===== src/rtl/wb_arbiter.sv =====
// wb_arbiter: shares the single integer and the single float register-file
// write port among NREQ execution units. Each file has its own round-robin
// arbiter; at most one integer and one float writeback are granted per cycle,
// and the granted writes reach the core one cycle later from registers.
//
// Ports:
//   clk, rstn          clock, asynchronous active-low reset
//   req_valid[i]       requester i has a writeback pending
//   req_float[i]       1 = float file target, 0 = integer file target
//   req_reg, req_data  packed per-requester index / data (i*RW, i*DW)
//   req_ready[i]       combinational grant (transfer on valid & ready)
//   wb_hold            freeze: no grants this cycle
//   wgenable/wgreg/wgdata   registered integer write port to core
//   wfenable/wfreg/wfdata   registered float write port to core

// Round-robin picker with its own pointer; grant is combinational.
module wb_arbiter_rr #(
   parameter int unsigned NREQ = 3,
   parameter int unsigned PW   = 2
) (
   input  logic            clk,
   input  logic            rstn,
   input  logic [NREQ-1:0] req,
   input  logic            hold,
   output logic [NREQ-1:0] gnt,
   output logic            gnt_any,
   output logic [PW-1:0]   gnt_idx
);

   localparam int unsigned LAST = NREQ - 1;

   logic [PW-1:0] ptr;
   logic          hit_hi;
   logic          hit_lo;
   logic [PW-1:0] idx_hi;
   logic [PW-1:0] idx_lo;

   // Two-pass scan: first requester at or above ptr, else lowest overall.
   always_comb begin
      hit_hi = 1'b0;
      hit_lo = 1'b0;
      idx_hi = '0;
      idx_lo = '0;
      for (int i = 0; i < int'(NREQ); i++) begin
         if (!hit_hi && req[i] && (PW'(i) >= ptr)) begin
            hit_hi = 1'b1;
            idx_hi = PW'(i);
         end
         if (!hit_lo && req[i]) begin
            hit_lo = 1'b1;
            idx_lo = PW'(i);
         end
      end
   end

   // Grant is suppressed during hold and while reset is asserted.
   always_comb begin
      gnt     = '0;
      gnt_any = 1'b0;
      gnt_idx = '0;
      if (rstn && !hold && (hit_hi || hit_lo)) begin
         gnt_any = 1'b1;
         gnt_idx = hit_hi ? idx_hi : idx_lo;
         for (int i = 0; i < int'(NREQ); i++) begin
            if (gnt_idx == PW'(i)) begin
               gnt[i] = 1'b1;
            end
         end
      end
   end

   // Pointer moves just past the granted requester; holds otherwise.
   always_ff @(posedge clk or negedge rstn) begin
      if (!rstn) begin
         ptr <= '0;
      end else if (gnt_any) begin
         ptr <= (gnt_idx == PW'(LAST)) ? '0 : gnt_idx + PW'(1);
      end
   end

endmodule

module wb_arbiter #(
   parameter int unsigned NREQ = 3,
   parameter int unsigned DW   = 32,
   parameter int unsigned RW   = 5
) (
   input  logic               clk,
   input  logic               rstn,
   input  logic [NREQ-1:0]    req_valid,
   input  logic [NREQ-1:0]    req_float,
   input  logic [NREQ*RW-1:0] req_reg,
   input  logic [NREQ*DW-1:0] req_data,
   output logic [NREQ-1:0]    req_ready,
   input  logic               wb_hold,
   output logic               wgenable,
   output logic [RW-1:0]      wgreg,
   output logic [DW-1:0]      wgdata,
   output logic               wfenable,
   output logic [RW-1:0]      wfreg,
   output logic [DW-1:0]      wfdata
);

   localparam int unsigned PW = (NREQ > 1) ? $clog2(NREQ) : 1;

   logic [NREQ-1:0] int_req;
   logic [NREQ-1:0] flt_req;
   logic [NREQ-1:0] int_gnt;
   logic [NREQ-1:0] flt_gnt;
   logic            int_any;
   logic            flt_any;
   logic [PW-1:0]   int_idx;
   logic [PW-1:0]   flt_idx;
   logic [RW-1:0]   int_reg;
   logic [DW-1:0]   int_data;
   logic [RW-1:0]   flt_reg;
   logic [DW-1:0]   flt_data;

   // req_float steers each request into exactly one of the two groups.
   assign int_req = req_valid & ~req_float;
   assign flt_req = req_valid &  req_float;

   wb_arbiter_rr #(.NREQ(NREQ), .PW(PW)) u_int_rr (
      .clk     (clk),
      .rstn    (rstn),
      .req     (int_req),
      .hold    (wb_hold),
      .gnt     (int_gnt),
      .gnt_any (int_any),
      .gnt_idx (int_idx)
   );

   wb_arbiter_rr #(.NREQ(NREQ), .PW(PW)) u_flt_rr (
      .clk     (clk),
      .rstn    (rstn),
      .req     (flt_req),
      .hold    (wb_hold),
      .gnt     (flt_gnt),
      .gnt_any (flt_any),
      .gnt_idx (flt_idx)
   );

   assign req_ready = int_gnt | flt_gnt;

   // Select the payload of each group's winner.
   always_comb begin
      int_reg  = '0;
      int_data = '0;
      flt_reg  = '0;
      flt_data = '0;
      for (int i = 0; i < int'(NREQ); i++) begin
         if (int_idx == PW'(i)) begin
            int_reg  = req_reg[i*RW +: RW];
            int_data = req_data[i*DW +: DW];
         end
         if (flt_idx == PW'(i)) begin
            flt_reg  = req_reg[i*RW +: RW];
            flt_data = req_data[i*DW +: DW];
         end
      end
   end

   // Integer write port; writes to x0 are accepted but never enabled.
   always_ff @(posedge clk or negedge rstn) begin
      if (!rstn) begin
         wgenable <= 1'b0;
         wgreg    <= '0;
         wgdata   <= '0;
      end else if (int_any) begin
         wgenable <= (int_reg != '0);
         wgreg    <= int_reg;
         wgdata   <= int_data;
      end else begin
         wgenable <= 1'b0;
      end
   end

   // Float write port; f0 is a real register and is always written.
   always_ff @(posedge clk or negedge rstn) begin
      if (!rstn) begin
         wfenable <= 1'b0;
         wfreg    <= '0;
         wfdata   <= '0;
      end else if (flt_any) begin
         wfenable <= 1'b1;
         wfreg    <= flt_reg;
         wfdata   <= flt_data;
      end else begin
         wfenable <= 1'b0;
      end
   end

endmodule

===== config.mk =====
export PLATFORM = sky130hd
export DESIGN_NAME = wb_arbiter
export DESIGN_NICKNAME = d
export VERILOG_FILES = /design/src/rtl/wb_arbiter.sv
export SDC_FILE = /design/constraint.sdc
export NUM_CORES = 1
export LEC_CHECK = 0
export CORE_MARGIN = 4
export CORE_UTILIZATION = 25
export DETAILED_ROUTE_END_ITERATION = 10
export GPL_ROUTABILITY_DRIVEN = 1
export PLACE_DENSITY = 0.63
export RECOVER_POWER = 100
export SLEW_MARGIN = 20
export SYNTH_ARGS = -nofsm -noshare
export SYNTH_HDL_FRONTEND = slang
export SYNTH_HIERARCHICAL = 1
export SYNTH_SLANG_ARGS = --single-unit

===== constraint.sdc =====
create_clock -name clk -period 3.75 [get_ports clk]
set_clock_uncertainty 0.1 [all_clocks]
set_input_delay 0.5625 -clock clk [delete_from_list [all_inputs] [get_ports clk]]
set_output_delay 0.5625 -clock clk [all_outputs]
set_load 0.02 [all_outputs]

# Word-level counts from Yosys, hierarchy flattened

Cells that the tools add are included.

Bits in registers: 80

$add $sub $neg: 2
Order comparisons: 6
Equality and inequality tests: 8
Mux-type cells: 50
Bitwise operators: 4
Reduce and logical (&&, ||, !) cells: 33

Operator list:

| operator              | number |
|---|---|
| $mux W32              | 6 |
| $mux W5               | 6 |
| $mux W1               | 26 |
| $mux W2               | 10 |
| $logic_and A1 B1 Y1   | 17 |
| $logic_not A1 Y1      | 9 |
| $eq A2 B1 Y1 const B  | 4 |
| $eq A2 B2 Y1 const B  | 4 |
| $ge A1 B2 Y1 const A  | 4 |
| $logic_not A2 Y1      | 4 |
| $and A3 B3 Y3         | 2 |
| $mux W3               | 2 |
| $reduce_bool A5 Y1    | 1 |
| $add A2 B1 Y2 const B | 2 |
| $ge A2 B2 Y1 const A  | 2 |
| $not A3 Y3            | 1 |
| $or A3 B3 Y3          | 1 |
| $logic_or A1 B1 Y1    | 2 |

# Longest topological paths before layout

Word-level depth: 21
Gate-level depth with buffers: 10
Mapped depth without buffers: 7

# By module

Netlist, hierarchy kept.

Modules (own cells, without submodules):

| module        | times used | cells each | area each (µm²) |
|---|---|---|---|
| wb_arbiter    | 1          | 491        | 4314.1 |
| wb_arbiter_rr | 2          | 30         | 235.2 |

# Worst setup path before layout

OpenSTA, ideal clock, no wires.

Kind: input -> register
Start: input port req_valid[1]
End: register wgenable
Arrival: 2.072 ns
Path slack: 1.450 ns
Stages: 8
Cells stage by stage: nor2b_1 -> nand2_1 -> a221oi_1 -> buf_6 -> mux2i_1 -> o2bb2ai_1 -> nor4_1 -> a21boi_1

Word-level cells in the longest chain between the ends: 17

Ends and longest elaborated chain:

| item                              | line | text |
|---|---|---|
| start: declaration                | 90   | `input logic [NREQ-1:0] req_valid,` |
| $and A3 B3 Y3 (*)                 | 120  | `assign int_req = req_valid & ~req_float;` |
| $logic_and A1 B1 Y1 (2 in series) | 45   | `if (!hit_hi && req[i] && (PW'(i) >= ptr)) begin` |
| $mux W1                           | 45   |  |
| $logic_not A1 Y1                  | 45   |  |
| $logic_and A1 B1 Y1 (2 in series) | 45   |  |
| $mux W1                           | 45   |  |
| $logic_or A1 B1 Y1                | 61   | `if (rstn && !hold && (hit_hi \|\| hit_lo)) begin` |
| $logic_and A1 B1 Y1               | 61   |  |
| $mux W2 (*)                       | 61   |  |
| named net int_idx[0]              | 112  | `logic [PW-1:0] int_idx;` |
| $logic_not A2 Y1                  | 152  | `if (int_idx == PW'(i)) begin` |
| $mux W5 (2 in series)             | 152  |  |
| $mux W5 (*)                       | 152  |  |
| $reduce_bool A5 Y1 (*)            | 170  | `wgenable <= (int_reg != '0);` |
| $mux W1 (*)                       | 169  | `end else if (int_any) begin` |
| end signal: assignment            | 170  |  |
| end: declaration                  | 96   | `output logic wgenable,` |

Mark *: on every way through the listed nets, which the timed path passes. The rest lies on a longest branch.
A chain may end at the register's enable or synchronous reset.

# Worst setup path after layout

Start: input port req_valid[2]
End: output port req_ready[0]

Word-level cells in the longest chain between the ends: 9

Ends and longest elaborated chain:

| item                               | line | text |
|---|---|---|
| $and A3 B3 Y3 (*)                  | 121  | `assign flt_req = req_valid & req_float;` |
| named net flt_req[2]               | 107  | `logic [NREQ-1:0] flt_req;` |
| $logic_and A1 B1 Y1 (2 in series)  | 45   |  |
| $mux W2 or $mux W1 (tied branches) | 45   |  |
| $mux W2                            | 63   | `gnt_idx = hit_hi ? idx_hi : idx_lo;` |
| $logic_not A2 Y1                   | 65   | `if (gnt_idx == PW'(i)) begin` |
| $mux W1                            | 65   |  |
| $mux W3 (*)                        | 61   |  |
| named net flt_gnt[0]               | 109  | `logic [NREQ-1:0] flt_gnt;` |
| $or A3 B3 Y3 (*)                   | 143  | `assign req_ready = int_gnt \| flt_gnt;` |
| end: declaration                   | 94   | `output logic [NREQ-1:0] req_ready,` |

Marked as above.

==> results.sh <==
export IMPL_status="complete, but fails checks"
export IMPL_violations="max-capacitance violations, max-slew violations"
export IMPL_yosys_register_bits=80
export IMPL_die_area_um2=21400
export IMPL_clockBufferDepth=2
export IMPL_mostFrequentLayoutCells="144 x a21oi_1, 143 x nor2_1, 118 x clkdlybuf4s50_1, 80 x dlygate4sd3_1, 80 x dfrtp_1"
export IMPL_cts_buffers=9
export IMPL_p_per_area_nw_per_um2=444
export IMPL_rows=50
export IMPL_die_x_um=146
export IMPL_synth_top_family_by_area="compound AO/OA/AOI/OAI gates"
export IMPL_drt_iter0_drc=182
export IMPL_finalSetupViolations=0
export IMPL_grt_pass1_vias=4742
export IMPL_yosys_area_share_simple=0.149
export IMPL_portBuffers=198
export IMPL_muxShareOfSynthArea=0.168
export IMPL_drive_gt1_frac=0.0560
export IMPL_p_leak_nw=2.77
export IMPL_n_antenna_cell=0
export IMPL_overflow=0
export IMPL_seq_area_frac_synth=0.418
export IMPL_synth_cell_area_um2=4780
export IMPL_synth_distinct_cells=30
export IMPL_cts_tree="done"
export IMPL_crit_path_end_kind="output pin"
export IMPL_power_w=0.00320
export IMPL_post_drt_wl_per_cell_um=16.9
export IMPL_cp_data_required_time_ns=3.09
export IMPL_slowest_delay_ns=0.65
export IMPL_grt_max_degree=76
export IMPL_antenna_found_initial=0
export IMPL_post_route_util=0.384
export IMPL_hp_class="reg2reg"
export IMPL_nNetsFinal=847
export IMPL_drv_cap=1
export IMPL_syn_area_per_cell_um2=8.68
export IMPL_period_needed_ns=3.51
export IMPL_core_um2=18800
export IMPL_placedCellCount=949
export IMPL_root_buffer="clkbuf_16"
export IMPL_max_slew_margin=-0.443
export IMPL_ir_drop_mv=0.199
export IMPL_arrival_ns=2.85
export IMPL_syn_nets=671
export IMPL_gp_routability_congestion=0.800
export IMPL_first_pass_iters=6
export IMPL_viasPerCell=4.82
export IMPL_cts_max_level=3
export IMPL_die_height_um=146
export IMPL_clkLatencyLatePin_ns=0.34
export IMPL_max_freq_mhz=285
export IMPL_criticalPathCategory="in2out"
export IMPL_io_pins=199
export IMPL_clock_sinks=80
export IMPL_vias=4652
export IMPL_routed_wl_um=16300
export IMPL_tightest_slew_ns=2.16
export IMPL_post_route_period_util=0.935
export IMPL_start_util=0.255
export IMPL_path_cells="dlygate4sd3_1 > and2_0 > o21ai_1 > o2111a_1 > or2_2 > dlygate4sd3_1"
export IMPL_netlist_instances=551
export IMPL_synthAdderAreaFrac=0
export IMPL_track_usage=0.151
export IMPL_grt_pass1_wl_um=25900
export IMPL_synth_xor_area_frac=0
export IMPL_drc=0
export IMPL_final_common_cell="a21oi_1"
export IMPL_fin_cells=966
export IMPL_design_area_um2=7210
export IMPL_crit_path_start_kind="input port"
export IMPL_slew_viol_final=38
export IMPL_placed_cell_area_um2=6930
export IMPL_path_clk_slew_ns=0.06
export IMPL_cp_common_cell="dlygate4sd3_1"
export IMPL_setup_tns_ns=0
export IMPL_yosysWarningCount=6
export IMPL_synth_compound_area_frac=0.197
export IMPL_ant_nets=0
export IMPL_hpwl_um=11000
export IMPL_rsz0062_at_grt="false"
export IMPL_slowest_stage="dlygate4sd3_1"
export IMPL_hold_viol_final=0
export IMPL_syn2layout_area_growth_pct=50.8
export IMPL_worst_path_max_fanout=9
==> cells by family after synthesis <==
| kind of cell | Yosys count |
|---|---|
| compound gates | 171 |
| simple gates | 172 |
| flops | 80 |
| mux | 80 |
| buf+inv | 48 |
==> metrics by stage <==
stage	setup slack, ns	hold slack [ns]
2_1_floorplan	1.45	0.167
3_5_place_dp	0.376	0.274
4_1_cts	0.230	0.424
6_report	0.242	0.412
5_1_grt	0.106	0.429
3_3_place_gp	0.387	0.276
==> per-layer routing <==
metal,vias up,global-route usage,share of wire,routed length (um)
li1,2280,-,-,-
met2,160,0.249,0.47,7690
met4,0,0.0334,0.011,174
met1,2199,0.191,0.44,7150
met3,13,0.0531,0.081,1320
met5,-,0,0,0
==> power breakdown <==
group / switching, W / internal (W)
combinational: 0.000629 / 0.000530
sequential: 0.000127 / 0.00105
clock: 0.000393 / 0.000474
==> state kept, by name, indices dropped and copies added (netlist names) <==
| name | flops |
|---|---|
| u_int_rr/ptr | 2 |
| wgreg | 5 |
| u_flt_rr/ptr | 2 |
| wfdata | 32 |
| wgenable | 1 |
| wfreg | 5 |
| wgdata | 32 |
| wfenable | 1 |
==> synth_stat cells (all sizes together) <==
library cell,count,area share
o21ai,6,0.0063
o2bb2ai,4,0.0073
nand2b,4,0.0052
clkbuf,11,0.0086
nor2,144,0.11
nor3,2,0.0021
o2111a,2,0.0047
a221oi,4,0.0073
and2,3,0.0039
nand3,2,0.0021
mux2,4,0.0094
nand2,2,0.0016
o211a,4,0.0084
a22o,4,0.0073
nor4,1,0.0013
dfrtp,80,0.42
inv,2,0.0016
nor2b,11,0.015
or2,3,0.0039
mux2i,76,0.16
a21oi,144,0.15
o311ai,2,0.0037
a21boi,1,0.0016
buf,35,0.057
==> critical path, delay by kind of cell <==
kind,cells,cell delay [ns]
buffers and inverters,2,1.18
AO/OA/AOI/OAI,2,0.31
AND/OR/NAND/NOR,2,0.78
==> final cells by class <==
cell class                      instances  area (um^2)
Clock buffer                           10          239
Clock inverter                          6         48.8
Fill cell                            1925        11600
Inverter                                2         7.51
Multi-Input combinational cell        423         2520
Sequential cell                        80         2000
Tap cell                              234          293
Timing Repair Buffer                  211         2110
==> final timing paths <==
check	startpoint	to	slack [ns]	depth (start not counted)
setup / recovery	req_valid[2]	req_ready[0]	0.24	6
min in group asynchronous	rstn	u_int_rr/ptr[1]$_DFFE_PN0P_	0.46	2
hold reg to reg	wgreg[2]$_DFFE_PN0P_	wgreg[2]$_DFFE_PN0P_	0.41	1
max in group asynchronous	rstn	wgdata[15]$_DFFE_PN0P_	0.85	3
hold / removal	wgreg[2]$_DFFE_PN0P_	wgreg[2]$_DFFE_PN0P_	0.41	1
setup reg to reg	u_int_rr/ptr[1]$_DFFE_PN0P_	wgenable$_DFF_PN0_	1.15	7
==> timing repair <==
action	CTS	global route
gates resized for setup	0	0
hold buffers	1	0
endpoints found under the hold margin	2	0
setup buffers	0	0
Note: power is estimated with default switching activity, not from simulation.
